`config.mk`:
```
export PLATFORM = sky130hd
export DESIGN_NAME = ex_muldiv
export DESIGN_NICKNAME = d
export VERILOG_FILES = /design/src/rtl/ex_muldiv.sv
export SDC_FILE = /design/constraint.sdc
export NUM_CORES = 1
export LEC_CHECK = 0
export ABC_AREA = 1
export CAP_MARGIN = 20
export CORE_MARGIN = 8
export CORE_UTILIZATION = 50
export DETAILED_ROUTE_END_ITERATION = 12
export PLACE_DENSITY_LB_ADDON = 0.05
export SLEW_MARGIN = 20
export SYNTH_ARGS = -nofsm -noshare
export SYNTH_HDL_FRONTEND = slang
export SYNTH_SLANG_ARGS = --single-unit
```
`constraint.sdc`:
```
create_clock -name i_clk -period 5.6 [get_ports i_clk]
set_input_delay 0.84 -clock i_clk [delete_from_list [all_inputs] [get_ports i_clk]]
set_output_delay 0.84 -clock i_clk [all_outputs]
set_load 0.03 [all_outputs]
```
`src/rtl/ex_muldiv.sv`:
```
// ---------------------------------------------------------------------------
// ex_muldiv -- iterative RV32M multiply/divide execution unit
//
// Sits behind the decode stage. An OP-opcode instruction with funct7 =
// 0000001 is accepted while the unit is idle. Its operands are sampled once
// at acceptance. The result is produced after a fixed iterative computation
// of one bit per cycle. The pipeline is held through o_busy while the unit
// computes. A jump flush abandons the operation without write-back.
//
// Build option:
//   MULDIV_DIV_EN  defined   : all eight funct3 encodings are executed.
//                  undefined : only MUL/MULH/MULHSU/MULHU are executed.
//                              funct3[2]=1 instructions are ignored, and the
//                              divider datapath is not built.
//
// Ports:
//   i_clk           core clock, rising edge
//   i_rst           asynchronous active-high reset
//   i_inst          instruction word (opcode [6:0], funct3 [14:12], funct7 [31:25])
//   i_op1 / i_op2   rs1 / rs2 values, sampled only at acceptance
//   i_reg_wr_addr   destination register, latched at acceptance
//   i_ex_jump_flag  flush request, aborts an in-flight operation
//   o_busy          pipeline hold request
//   o_valid         one-cycle result strobe
//   o_result        write-back data, meaningful while o_valid = 1
//   o_reg_we        register write enable (same as o_valid)
//   o_reg_wr_addr   latched destination register
// ---------------------------------------------------------------------------
module ex_muldiv (
  input  logic        i_clk,
  input  logic        i_rst,
  input  logic [31:0] i_inst,
  input  logic [31:0] i_op1,
  input  logic [31:0] i_op2,
  input  logic [5:0]  i_reg_wr_addr,
  input  logic        i_ex_jump_flag,
  output logic        o_busy,
  output logic        o_valid,
  output logic [31:0] o_result,
  output logic        o_reg_we,
  output logic [5:0]  o_reg_wr_addr
);

  localparam logic [6:0] OPC_OP    = 7'b0110011;
  localparam logic [6:0] F7_MULDIV = 7'b0000001;
  localparam logic [2:0] F3_MUL    = 3'b000;
  localparam logic [2:0] F3_MULH   = 3'b001;
  localparam logic [2:0] F3_MULHSU = 3'b010;
  localparam logic [2:0] F3_MULHU  = 3'b011;
`ifdef MULDIV_DIV_EN
  localparam logic [2:0] F3_DIV    = 3'b100;
  localparam logic [2:0] F3_DIVU   = 3'b101;
  localparam logic [2:0] F3_REM    = 3'b110;
  localparam logic [2:0] F3_REMU   = 3'b111;
`endif
  localparam logic [4:0] CNT_LAST  = 5'd31;

  typedef enum logic [1:0] {
    S_IDLE = 2'd0,
    S_CALC = 2'd1,
    S_DONE = 2'd2
  } state_t;

  function automatic logic [31:0] f_neg32(input logic [31:0] v);
    f_neg32 = ~v + 32'd1;
  endfunction

  function automatic logic [63:0] f_neg64(input logic [63:0] v);
    f_neg64 = ~v + 64'd1;
  endfunction

  // 0x80000000 maps onto itself, which is the correct unsigned magnitude 2^31.
  function automatic logic [31:0] f_abs32(input logic [31:0] v);
    if (v[31]) begin
      f_abs32 = f_neg32(v);
    end else begin
      f_abs32 = v;
    end
  endfunction

  state_t      r_state;
  state_t      w_state_nxt;
  logic [2:0]  r_funct3;
  logic        r_sign;
  logic [4:0]  r_cnt;
  // Multiply: [63:32] running partial product, [31:0] multiplier shifting out.
  // Divide:   [31:0] dividend shifting out / quotient shifting in.
  logic [63:0] r_acc;
  // Multiplicand or divisor magnitude.
  logic [31:0] r_mcand;
  logic [31:0] r_result;
  logic [5:0]  r_reg_wr_addr;

  logic [2:0]  w_funct3;
  logic        w_is_muldiv;
  logic        w_start;
  logic [31:0] w_op_a;
  logic [31:0] w_op_b;
  logic        w_op_sign;
  logic        w_special;
  logic [31:0] w_special_result;
  logic [32:0] w_mul_sum;
  logic [63:0] w_mul_acc;
  logic [63:0] w_acc_step;
  logic [63:0] w_prod;
  logic [31:0] w_final_result;
  logic        w_unused;

`ifdef MULDIV_DIV_EN
  logic [32:0] r_rem;
  logic [32:0] w_div_shift;
  logic [32:0] w_div_trial;
  logic [32:0] w_div_rem_nxt;
  logic [31:0] w_div_quot_nxt;
`endif

  assign w_funct3    = i_inst[14:12];
  assign w_is_muldiv = (i_inst[6:0] == OPC_OP) && (i_inst[31:25] == F7_MULDIV);

  // Acceptance is also blocked while reset is held, so o_busy reads 0 in reset.
`ifdef MULDIV_DIV_EN
  assign w_start = w_is_muldiv && (r_state == S_IDLE) && !i_ex_jump_flag && !i_rst;
`else
  assign w_start = w_is_muldiv && (w_funct3[2] == 1'b0) && (r_state == S_IDLE) &&
                   !i_ex_jump_flag && !i_rst;
`endif

  assign o_busy        = w_start || (r_state == S_CALC);
  // A flush arriving in the DONE cycle suppresses the write-back as well.
  assign o_valid       = (r_state == S_DONE) && !i_ex_jump_flag;
  assign o_reg_we      = o_valid;
  assign o_result      = r_result;
  assign o_reg_wr_addr = r_reg_wr_addr;

  // Operand conditioning at acceptance: signed operands become magnitudes and
  // the sign of the final result is recorded.
  always_comb begin
    w_op_a    = i_op1;
    w_op_b    = i_op2;
    w_op_sign = 1'b0;
    case (w_funct3)
      F3_MULH: begin
        w_op_a    = f_abs32(i_op1);
        w_op_b    = f_abs32(i_op2);
        w_op_sign = i_op1[31] ^ i_op2[31];
      end
      F3_MULHSU: begin
        w_op_a    = f_abs32(i_op1);
        w_op_b    = i_op2;
        w_op_sign = i_op1[31];
      end
`ifdef MULDIV_DIV_EN
      F3_DIV: begin
        w_op_a    = f_abs32(i_op1);
        w_op_b    = f_abs32(i_op2);
        w_op_sign = i_op1[31] ^ i_op2[31];
      end
      F3_REM: begin
        w_op_a    = f_abs32(i_op1);
        w_op_b    = f_abs32(i_op2);
        w_op_sign = i_op1[31];
      end
`endif
      // MUL's low word is sign-agnostic, so it shares the unsigned path.
      default: begin
        w_op_a    = i_op1;
        w_op_b    = i_op2;
        w_op_sign = 1'b0;
      end
    endcase
  end

`ifdef MULDIV_DIV_EN
  // Division special cases resolved at acceptance without iterating.
  always_comb begin
    w_special        = 1'b0;
    w_special_result = 32'd0;
    if (w_funct3[2] == 1'b1) begin
      if (i_op2 == 32'd0) begin
        w_special = 1'b1;
        if (w_funct3[1] == 1'b1) begin
          w_special_result = i_op1;
        end else begin
          w_special_result = 32'hFFFF_FFFF;
        end
      end else if ((w_funct3[0] == 1'b0) && (i_op1 == 32'h8000_0000) &&
                   (i_op2 == 32'hFFFF_FFFF)) begin
        w_special = 1'b1;
        if (w_funct3[1] == 1'b1) begin
          w_special_result = 32'd0;
        end else begin
          w_special_result = 32'h8000_0000;
        end
      end else begin
        w_special        = 1'b0;
        w_special_result = 32'd0;
      end
    end else begin
      w_special        = 1'b0;
      w_special_result = 32'd0;
    end
  end

  // One restoring-division step: shift in the next dividend bit, try the subtract.
  always_comb begin
    w_div_shift = {r_rem[31:0], r_acc[31]};
    w_div_trial = w_div_shift - {1'b0, r_mcand};
    if (w_div_trial[32] == 1'b0) begin
      w_div_rem_nxt  = w_div_trial;
      w_div_quot_nxt = {r_acc[30:0], 1'b1};
    end else begin
      w_div_rem_nxt  = w_div_shift;
      w_div_quot_nxt = {r_acc[30:0], 1'b0};
    end
  end

  assign w_unused = &{1'b0, i_inst[24:15], i_inst[11:7], r_rem[32], w_div_rem_nxt[32]};
`else
  assign w_special        = 1'b0;
  assign w_special_result = 32'd0;
  assign w_unused         = &{1'b0, i_inst[24:15], i_inst[11:7]};
`endif

  // One shift-add multiply step: conditionally add the multiplicand to the high
  // half, then shift the whole accumulator right, keeping the carry.
  always_comb begin
    if (r_acc[0] == 1'b1) begin
      w_mul_sum = {1'b0, r_acc[63:32]} + {1'b0, r_mcand};
    end else begin
      w_mul_sum = {1'b0, r_acc[63:32]};
    end
    w_mul_acc = {w_mul_sum, r_acc[31:1]};
  end

  // Accumulator value after the current iteration, for whichever unit is active.
  always_comb begin
`ifdef MULDIV_DIV_EN
    if (r_funct3[2] == 1'b1) begin
      w_acc_step = {r_acc[63:32], w_div_quot_nxt};
    end else begin
      w_acc_step = w_mul_acc;
    end
`else
    w_acc_step = w_mul_acc;
`endif
  end

  // Result selection and sign restoration on the final iteration.
  always_comb begin
    if (r_sign == 1'b1) begin
      w_prod = f_neg64(w_acc_step);
    end else begin
      w_prod = w_acc_step;
    end
    case (r_funct3)
      F3_MUL:                       w_final_result = w_prod[31:0];
      F3_MULH, F3_MULHSU, F3_MULHU: w_final_result = w_prod[63:32];
`ifdef MULDIV_DIV_EN
      F3_DIV, F3_DIVU: begin
        if (r_sign == 1'b1) begin
          w_final_result = f_neg32(w_acc_step[31:0]);
        end else begin
          w_final_result = w_acc_step[31:0];
        end
      end
      F3_REM, F3_REMU: begin
        if (r_sign == 1'b1) begin
          w_final_result = f_neg32(w_div_rem_nxt[31:0]);
        end else begin
          w_final_result = w_div_rem_nxt[31:0];
        end
      end
`endif
      default: w_final_result = 32'd0;
    endcase
  end

  // Next-state logic.
  always_comb begin
    w_state_nxt = r_state;
    case (r_state)
      S_IDLE: begin
        if (w_start) begin
          if (w_special) begin
            w_state_nxt = S_DONE;
          end else begin
            w_state_nxt = S_CALC;
          end
        end else begin
          w_state_nxt = S_IDLE;
        end
      end
      S_CALC: begin
        if (i_ex_jump_flag) begin
          w_state_nxt = S_IDLE;
        end else if (r_cnt == CNT_LAST) begin
          w_state_nxt = S_DONE;
        end else begin
          w_state_nxt = S_CALC;
        end
      end
      S_DONE:  w_state_nxt = S_IDLE;
      default: w_state_nxt = S_IDLE;
    endcase
  end

  // State register.
  always_ff @(posedge i_clk or posedge i_rst) begin
    if (i_rst) begin
      r_state <= S_IDLE;
    end else begin
      r_state <= w_state_nxt;
    end
  end

  // Operand capture at acceptance and per-cycle iteration of the datapath.
  always_ff @(posedge i_clk or posedge i_rst) begin
    if (i_rst) begin
      r_funct3      <= 3'd0;
      r_sign        <= 1'b0;
      r_cnt         <= 5'd0;
      r_acc         <= 64'd0;
      r_mcand       <= 32'd0;
      r_result      <= 32'd0;
      r_reg_wr_addr <= 6'd0;
    end else begin
      case (r_state)
        S_IDLE: begin
          if (w_start) begin
            r_funct3      <= w_funct3;
            r_reg_wr_addr <= i_reg_wr_addr;
            r_sign        <= w_op_sign;
            r_cnt         <= 5'd0;
            r_acc         <= {32'd0, w_op_a};
            r_mcand       <= w_op_b;
            if (w_special) begin
              r_result <= w_special_result;
            end
          end
        end
        S_CALC: begin
          if (!i_ex_jump_flag) begin
            r_acc <= w_acc_step;
            r_cnt <= r_cnt + 5'd1;
            if (r_cnt == CNT_LAST) begin
              r_result <= w_final_result;
            end
          end
        end
        default: begin
        end
      endcase
    end
  end

`ifdef MULDIV_DIV_EN
  // Partial remainder of the restoring divider.
  always_ff @(posedge i_clk or posedge i_rst) begin
    if (i_rst) begin
      r_rem <= 33'd0;
    end else if ((r_state == S_IDLE) && w_start) begin
      r_rem <= 33'd0;
    end else if ((r_state == S_CALC) && !i_ex_jump_flag && (r_funct3[2] == 1'b1)) begin
      r_rem <= w_div_rem_nxt;
    end
  end
`endif

endmodule

```
==> impl_metrics.yaml <==
sta:
  hold_viol_final: 0
  relSlewSlack_pct: 30.9
  rsz0062_at_grt: "no"
  drv_slew: 0
  setup_violations: 0
  skew_ps: 12.2
  fin_crit_sh_pct: 62.0
  tns_ps: 0
  period_minus_slack_ps: 3470
  tightest_slew_ps: 1040
  fmax_mhz: 288
worst_setup_path:
  crit_fanout: 3
  start_kind: "input pin"
  worstPathArrival_ps: 2630
  cp-end-kind: "output pin"
  worst_ep_required_time_ps: 4760
  worstSetupPathType: "input pin to output pin"
routing:
  drt-total-wl_um: 39500
  antenna_left: 0
  vias_per_cell: 5.47
  vias: 13218
  wl_met2_um: 17500
  avgRoutedWirePerCell_um: 16.3
  drc: 0
  wl_met3_um: 3500
  wl_met1_um: 17600
  drt_iter0_drc: 1014
  routed.top_layer: "met4"
  first_pass_iters: 6
power:
  power_density_mw_per_mm2: 214
  p_leak_nw: 7.22
  ir_worst_vdd_uv: 179
clock_network:
  cts_buffers: 17
  h-tree-depth: 4
  cts_tree: "yes"
  cts.clk_slew.worst_paths_ps: 70
  cts-hold-fix-buffers: 0
  cts_setup_buffers: 0
  cts_resized: 0
  cts.sinks: 145
  cts.path.max_buffers: 2
  clk_latency_ps: 440
  clockRootBuffer: "clkbuf_16"
final_layout:
  drive_above_1_share_pct: 4.93
  area_growth_pct: 17.7
  final_cell_mix: "642 x nand2_1, 262 x inv_1, 166 x nor2_1"
  fin_nets: 2221
  final_area_mm2: 0.0144
  num-fill-cells: 2429
  final_common_cell: "nand2_1"
  antennaDiodeCount: 0
placement:
  port_buffers: 130
  placed_area_mm2: 0.0138
  dp_hpwl_um: 30900
  place_congestion: 0.933
worst_hold_path:
  hold_class: "register to register"
synth:
  synth_seq_area_share_pct: 29.6
  syn_area_mm2: 0.0122
  synth-edff-count: 0
  synth_mux_area_share_pct: 0.164
  synth_compound_area_share_pct: 15.8
  syn_avg_cell_area_um2: 6.19
  synthAdderAreaFrac_pct: 3.95
  synth_xor_area_share_pct: 1.72
  ys_seq_elements: 145
  synth-async-reset-ratio_pct: 100
  synthSimpleGateAreaFrac_pct: 37.9
  yosysTopAreaCellShare_pct: 29.6
  synthDistinctLibCells: 55
  synth_area_leaders: "dfrtp_1 30%, nand2_1 20%, inv_1 8.1%"
  synth_top_family_by_area: "simple AND/OR/NAND/NOR gates"
  ys.flop_type: "dfrtp_1"
  syn_inst: 1978
  syn-num-nets: 2121
  synth_area_leader_cell: "dfrtp_1"
  yosys_warnings: 0
global_routing:
  grtUsageTotal_pct: 27.4
  grt_pass1_wl_um: 64400
  antenna_found_initial: 0
  grt_pass1_vias: 12592
  overflow: 0
  grt_max_degree: 107
floorplan:
  start_util_pct: 50.6
  die_w_um: 172
  die_y_um: 172
  rows: 57
  die-area_mm2: 0.0297
  ios: 146
  core_area_mm2: 0.0242
flow_run:
  maxCapViolations: 0
run_status:
  status: "finished clean"
[sequential cells by signal (all words and copies together) (netlist names)]
| signal | flops |
|---|---|
| o_reg_wr_addr | 6 |
| o_result | 32 |
| r_acc | 64 |
| r_cnt | 5 |
| r_funct3 | 3 |
| r_mcand | 32 |
| r_sign | 1 |
| r_state | 2 |
[layout make-up]
cell class / count / area, um^2 / share of cell area (%)
sequential: 145 / 3630 / 25.2
inverter: 283 / 1070 / 7.41
multi-input combinational: 1486 / 7280 / 50.5
timing repair buffer: 145 / 1430 / 9.95
tap: 324 / 405 / 2.81
clock inverter: 15 / 168 / 1.16
clock buffer: 17 / 425 / 2.95
[through the flow]
step                util (%)  power (mW)  cells  setup slack, ps  hold slack, ps
floorplan                  -        1.66   1978              865             453
global placement        57.0        1.90   2382             1870             459
detailed placement      57.1        1.91   2383             1840             465
CTS                     59.6        3.10   2415             2090             481
global route            59.6        3.25   2415             1860             490
finish                  59.6        3.09   2415             2130             477
[metal layers]
layer / up-vias / GRT usage (%)
met5: - / 0
met4: 0 / 7.95
met3: 61 / 7.44
met2: 444 / 43.1
met1: 6072 / 36.4
li1: 6641 / -
[kinds of logic after synthesis]
kind of cell             after synthesis
XOR/XNOR                              24
adder cells (fa/ha/maj)               38
flip-flops                           145
multiplexers                           2
AO/OA/AOI/OAI                        343
buffers and inverters                347
AND/OR/NAND/NOR                     1079
[report_power, final]
group	internal (mW)	switching [mW]
registers	1.11	0.0800
clock network	0.637	0.550
logic	0.241	0.466
total	1.99	1.10
[cell usage after synthesis, types with 14 or more instances]
| cell | count |
|---|---|
| nand4_1 | 30 |
| ha_1 | 37 |
| nand2_1 | 642 |
| nor3_1 | 38 |
| o211ai_1 | 32 |
| dfrtp_1 | 145 |
| inv_2 | 14 |
| o21ai_0 | 156 |
| nand3_1 | 148 |
| o22ai_1 | 18 |
| nor2_1 | 168 |
| a21oi_1 | 82 |
| o21ai_1 | 14 |
| inv_1 | 264 |
| xor2_1 | 19 |
| clkbuf_1 | 43 |
[final timing paths]
| path | start | endpoint | slack [ps] | cells after the start |
|---|---|---|---|---|
| setup reg to reg | r_mcand[0]$_DFFE_PP0P_ | o_result[23]$_DFFE_PP0P_ | 2270 | 17 |
| hold / removal | o_result[6]$_DFFE_PP0P_ | o_result[6]$_DFFE_PP0P_ | 480 | 1 |
| max in group asynchronous | i_rst | r_mcand[13]$_DFFE_PP0P_ | 3460 | 3 |
| hold reg to reg | o_result[6]$_DFFE_PP0P_ | o_result[6]$_DFFE_PP0P_ | 480 | 1 |
| setup / recovery | i_inst[0] | o_busy | 2130 | 8 |
| min in group asynchronous | i_rst | r_cnt[1]$_DFFE_PP0P_ | 1070 | 2 |
[critical path, stage by stage]
cell	delay, ps
clkdlybuf4s50_1	460
nand2_1	50
nor3_1	130
inv_1	100
nor4_1	170
nand3_1	130
nand2_1	80
clkdlybuf4s50_1	680
(Power assumes the default switching activity.)
